`config.mk`:
```
export PLATFORM = sky130hd
export DESIGN_NAME = fetch_queue
export DESIGN_NICKNAME = d
export VERILOG_FILES = /design/src/rtl/fetch_queue.sv
export SDC_FILE = /design/constraint.sdc
export NUM_CORES = 1
export LEC_CHECK = 0
export ABC_AREA = 1
export BUFFER_PORTS_ARGS = -buffer_cell sky130_fd_sc_hd__buf_2
export CAP_MARGIN = 20
export CELL_PAD_IN_SITES_DETAIL_PLACEMENT = 1
export CELL_PAD_IN_SITES_GLOBAL_PLACEMENT = 1
export CORE_MARGIN = 4
export CORE_UTILIZATION = 35
export CTS_CLUSTER_DIAMETER = 200
export DETAILED_ROUTE_END_ITERATION = 10
export PLACE_DENSITY_LB_ADDON = 0.1
export SLEW_MARGIN = 20
export SYNTH_ARGS = -nofsm -noshare
export SYNTH_HDL_FRONTEND = slang
export SYNTH_SLANG_ARGS = --single-unit
```
`constraint.sdc`:
```
create_clock -name clk -period 2.68 [get_ports clk]
set_input_delay 0.268 -clock clk [delete_from_list [all_inputs] [get_ports clk]]
set_output_delay 0.268 -clock clk [all_outputs]
set_load 0.005 [all_outputs]
```
`src/rtl/fetch_queue.sv`:
```
// rtl/fetch_queue.sv - instruction fetch stage: PC owner, single-outstanding imem requester, tagged FIFO.
// Optional same-cycle response bypass to the consumer when FETCHQ_BYPASS_EN is defined.
module fetch_queue #(
  parameter int          DEPTH    = 4,
  parameter logic [15:0] RESET_PC = 16'h0000
) (
  input  logic        clk,
  input  logic        rst,
  output logic        imem_req,
  output logic [15:0] imem_addr,
  input  logic        imem_valid,
  input  logic [15:0] imem_data,
  output logic        inst_valid,
  input  logic        inst_ready,
  output logic [15:0] inst,
  output logic [15:0] inst_pc,
  output logic [15:0] inst_pc_nxt,
  input  logic        redirect,
  input  logic [15:0] redirect_pc,
  input  logic        halt,
  output logic        err
);

  localparam int AW = $clog2(DEPTH);
  localparam logic [AW:0] FULL = (AW + 1)'(DEPTH);

  logic [15:0]   fetch_pc_q, fetch_pc_d;
  logic [15:0]   tag_q, tag_d;
  logic          outstanding_q, outstanding_d;
  logic          drop_q, drop_d;
  logic          err_q, err_d;
  logic [AW-1:0] rd_ptr_q, rd_ptr_d;
  logic [AW-1:0] wr_ptr_q, wr_ptr_d;
  logic [AW:0]   count_q, count_d;
  logic [15:0]   data_mem_q [DEPTH];
  logic [15:0]   pc_mem_q   [DEPTH];

  logic fifo_empty, issue, resp, keep, bypass, push, pop;

  always_comb begin
    fifo_empty = (count_q == '0);
    issue      = !rst && !halt && !redirect && !outstanding_q && (count_q < FULL);
    resp       = imem_valid && outstanding_q;
    keep       = resp && !drop_q && !redirect;
`ifdef FETCHQ_BYPASS_EN
    bypass     = keep && fifo_empty;
`else
    bypass     = 1'b0;
`endif
    // A bypassed response taken by the consumer never occupies a slot.
    push       = keep && !(bypass && inst_ready);
    pop        = !fifo_empty && inst_ready && !redirect;
  end

  always_comb begin
    fetch_pc_d    = fetch_pc_q;
    tag_d         = tag_q;
    outstanding_d = outstanding_q;
    drop_d        = drop_q;
    err_d         = err_q;
    rd_ptr_d      = rd_ptr_q;
    wr_ptr_d      = wr_ptr_q;
    count_d       = count_q + (AW + 1)'(push) - (AW + 1)'(pop);

    if (issue) begin
      outstanding_d = 1'b1;
      tag_d         = fetch_pc_q;
      fetch_pc_d    = fetch_pc_q + 16'd2;
    end
    if (resp) begin
      outstanding_d = 1'b0;
      drop_d        = 1'b0;
    end
    if (push) wr_ptr_d = wr_ptr_q + 1'b1;
    if (pop)  rd_ptr_d = rd_ptr_q + 1'b1;

    if (redirect) begin
      fetch_pc_d = {redirect_pc[15:1], 1'b0};
      rd_ptr_d   = '0;
      wr_ptr_d   = '0;
      count_d    = '0;
      drop_d     = outstanding_q && !imem_valid;
    end

    if ((imem_valid && !outstanding_q) || (redirect && redirect_pc[0])) err_d = 1'b1;
  end

  always_ff @(posedge clk or posedge rst) begin
    if (rst) begin
      fetch_pc_q    <= RESET_PC;
      tag_q         <= 16'h0000;
      outstanding_q <= 1'b0;
      drop_q        <= 1'b0;
      err_q         <= 1'b0;
      rd_ptr_q      <= '0;
      wr_ptr_q      <= '0;
      count_q       <= '0;
    end else begin
      fetch_pc_q    <= fetch_pc_d;
      tag_q         <= tag_d;
      outstanding_q <= outstanding_d;
      drop_q        <= drop_d;
      err_q         <= err_d;
      rd_ptr_q      <= rd_ptr_d;
      wr_ptr_q      <= wr_ptr_d;
      count_q       <= count_d;
    end
  end

  always_ff @(posedge clk) begin
    if (push) begin
      data_mem_q[wr_ptr_q] <= imem_data;
      pc_mem_q[wr_ptr_q]   <= tag_q;
    end
  end

  // Head outputs read as zero whenever nothing is presented.
  always_comb begin
    inst    = 16'h0000;
    inst_pc = 16'h0000;
    if (!fifo_empty) begin
      inst    = data_mem_q[rd_ptr_q];
      inst_pc = pc_mem_q[rd_ptr_q];
    end else if (bypass) begin
      inst    = imem_data;
      inst_pc = tag_q;
    end
  end

  assign imem_req    = issue;
  assign imem_addr   = fetch_pc_q;
  assign inst_valid  = !fifo_empty || bypass;
  assign inst_pc_nxt = inst_valid ? inst_pc + 16'd2 : 16'h0000;
  assign err         = err_q;

endmodule
```
==> flow_summary.ini <==
[layout]
final_nets = 885
multi_input_area_um2 = 2290
fin_cells = 1121
drive_above_1_share_pct = 23.4
diodes = 0
seqCellArea_um2 = 4730
final_util_pct = 44.0
fillerInstances = 2342
area_growth_pct = 22.0

[outcome]
violations = negative hold slack
status = finished with violations

[worst_setup_path]
cp.arrival_ns = 2.31
reg2reg_slack_ns = 0.38
setup.worst_path.end = inst_pc_nxt[11]
rr_worst_depth = 11
critPathKind = flip-flop to output port
crit_path_end_kind = output port
cp.required_ns = 2.41
r2r_end = count_q[2]$_DFF_PP0_
timing.rr.start = count_q[2]$_DFF_PP0_
start_kind = flip-flop
crit_start = rd_ptr_q[0]$_DFFE_PP0P_
crit_fanout = 16

[drt]
drc = 0
via_per_inst = 4.84
antenna_left = 0
wl_per_cell_um = 17.4
dr.pass1.iters = 4
drt_iter0_markers = 240
wirelength_um = 19500
vias = 5428

[placed_design]
dp.cells = 1079
io_buffer_count = 101
place_hpwl_um = 13500
routabilityCongestion = 0.818

[yosys]
synth_top_area_share_pct = 50.2
synth.largest_area_cell = edfxtp_1
synth_cell_types = 31
syn_avg_cell_area_um2 = 10.3
synth_seq_cells = 164
synthTopCellsByArea = edfxtp_1, dfrtp_1, nand2_1
synth-main-ff-cell = edfxtp_1
async_reset_ff_share_pct = 24.4
synth_area_um2 = 7420
synth_edf_count = 124
yosys_warnings = 0
synthCells = 719
yosysSeqAreaShare_pct = 63.7

[clocking]
clk_latency_ns = 0.42
cts_max_level = 4
cts_root_buf = clkbuf_16
cts_tree = built
clk_pin_slew_ns = 0.06
clock-sinks = 164
numCtsBuffers = 17
clockBufferDepth = 2

[floorplanning]
die_h_um = 154
die_w_um = 154
core_um2 = 20600
ioPinCount = 105
die-area_um2 = 23600
rows = 52
initial_utilization_pct = 36.1

[timing]
hold_violations = 15
slew_viol_final = 0
fin_crit_ns = 2.58
rsz0062_at_grt = true
layout_worst_path_cycle_share_pct = 96.2
setup_violations = 0
slew_headroom_pct = 62.6
fin_skew_ns = 0.00906
max_freq_mhz = 388
fin_hold_ws_ns = -0.00958
worst_slew_pin_slew_ns = 0.559

[global_routing]
globalRouteOverflowTotal = 0
grt_pass1_vias = 5773
grt_pass1_wl_um = 31300
grt_max_degree = 41
antenna_found_initial = 0
track_usage_pct = 16.7

[flow_run]
drv_cap = 0

[power]
power_density_nw_per_um2 = 894
total_power_uw = 8090
peakVddDrop_mv = 0.437
leakagePower_uw = 0.00388

[min_path]
hp-class = input port to asynchronous set/reset pin
-- report_power, final --
part	switching (µW)	internal, µW	total, µW
sequential	249	3040	3290
combinational	1500	913	2410
clock	949	1440	2390
-- synth_stat cells (5+ instances only) --
library cell / n
nand2_1: 152
edfxtp_1: 124
nor2_1: 95
inv_1: 71
o21ai_0: 61
nand3_1: 46
dfrtp_1: 40
a21oi_1: 23
xor2_1: 14
nand3_2: 11
clkbuf_1: 10
buf_2: 9
ha_1: 8
nor2_2: 8
buf_6: 7
nor3_1: 7
o221ai_1: 7
buf_4: 5
-- area by class of cell --
type,count,share of cell area (%)
flip-flops and latches,164,52.3
multi-input cells,451,25.3
repair buffers,130,8.96
clock buffers,25,5.72
well taps,270,3.73
inverters,73,3.17
clock inverters,7,0.774
repair inverters,1,0.124
-- metrics by stage --
stage	worst slack, ns	TNS, ns	instance area, µm²	hold slack [ns]
floorplan	0.286	0	7420	0.367
global placement	0.344	0	8250	0.444
detailed placement	0.248	0	8250	0.456
CTS	0.0235	0	8880	0.00526
global route	-0.0621	-0.198	9050	0.0369
finish	0.102	0	9050	-0.00958
-- per-layer routing --
metal	vias to the layer above	share of wire [%]	GRT usage [%]
met5	-	0	0
met4	0	0.73	3.53
met3	8	4.2	3.63
met2	116	48	27.2
met1	2673	48	23.2
li1	2631	-	-
-- cells by family (layout without fill, tap and decap cells) --
| kind of cell | Yosys count | in the layout | share of synthesized area, % |
|---|---|---|---|
| compound gates | 96 | 96 | 7.00 |
| buf+inv | 106 | 236 | 6.80 |
| simple gates | 328 | 328 | 19.1 |
| fa+ha+maj | 9 | 9 | 1.62 |
| xor+xnor | 15 | 15 | 1.77 |
| flops | 164 | 164 | 63.7 |
| other cells | 1 | 3 | 0.0506 |
-- placed cells by master (no fill, tap or decap), types with 11 or more instances in the layout --
cell / synthesis / layout
nand3_1: 46 / 44
nor2_2: 8 / 11
buf_4: 5 / 20
buf_2: 9 / 101
nand2_1: 152 / 151
a21oi_1: 23 / 23
nor2_1: 95 / 86
nand3_2: 11 / 12
inv_1: 71 / 70
o21ai_0: 61 / 61
clkbuf_16: 0 / 19
edfxtp_1: 124 / 124
xor2_1: 14 / 14
dfrtp_1: 40 / 39
-- worst min-delay path by stage --
stage | startpoint | end | slack, ns | depth (start not counted)
2_1_floorplan | imem_data[0] | data_mem_q[0][0]$_DFFE_PP_ | 0.37 | 0
3_3_place_gp | rst | err$_DFFE_PP0P_ | 0.44 | 3
3_5_place_dp | rst | outstanding_q$_DFFE_PP0P_ | 0.46 | 3
4_1_cts | rst | imem_addr[15]$_DFFE_PP0N_ | 0.005 | 3
5_1_grt | rst | imem_addr[14]$_DFFE_PP0N_ | 0.04 | 3
6_report | rst | imem_addr[14]$_DFFE_PP0N_ | -0.01 | 3
-- timing repair --
action                     CTS  global route
gates resized for setup      8            22
gates cloned                 0             1
setup endpoints to repair   14            12
buffers inserted             2             7
pin swaps                    0             4
hold buffers                 0             0
-- state kept, by name (all words and copies together) (netlist names), 2 cells and up --
signal,flops
pc_mem_q,60
rd_ptr_q,2
count_q,3
tag_q,15
imem_addr,15
data_mem_q,64
wr_ptr_q,2
-- critical path, cell delays in order, from the launching register on --
cell,delay [ns]
dfrtp_4,0.55
buf_4,0.19
inv_8,0.10
nand2_1,0.06
nand3_1,0.11
nand3_4,0.11
nor2_2,0.12
nand2_1,0.11
nor2_1,0.18
nand2_1,0.07
nand2_1,0.07
nand2_1,0.05
inv_1,0.06
buf_2,0.10
Note: power is estimated with default switching activity, not from simulation.
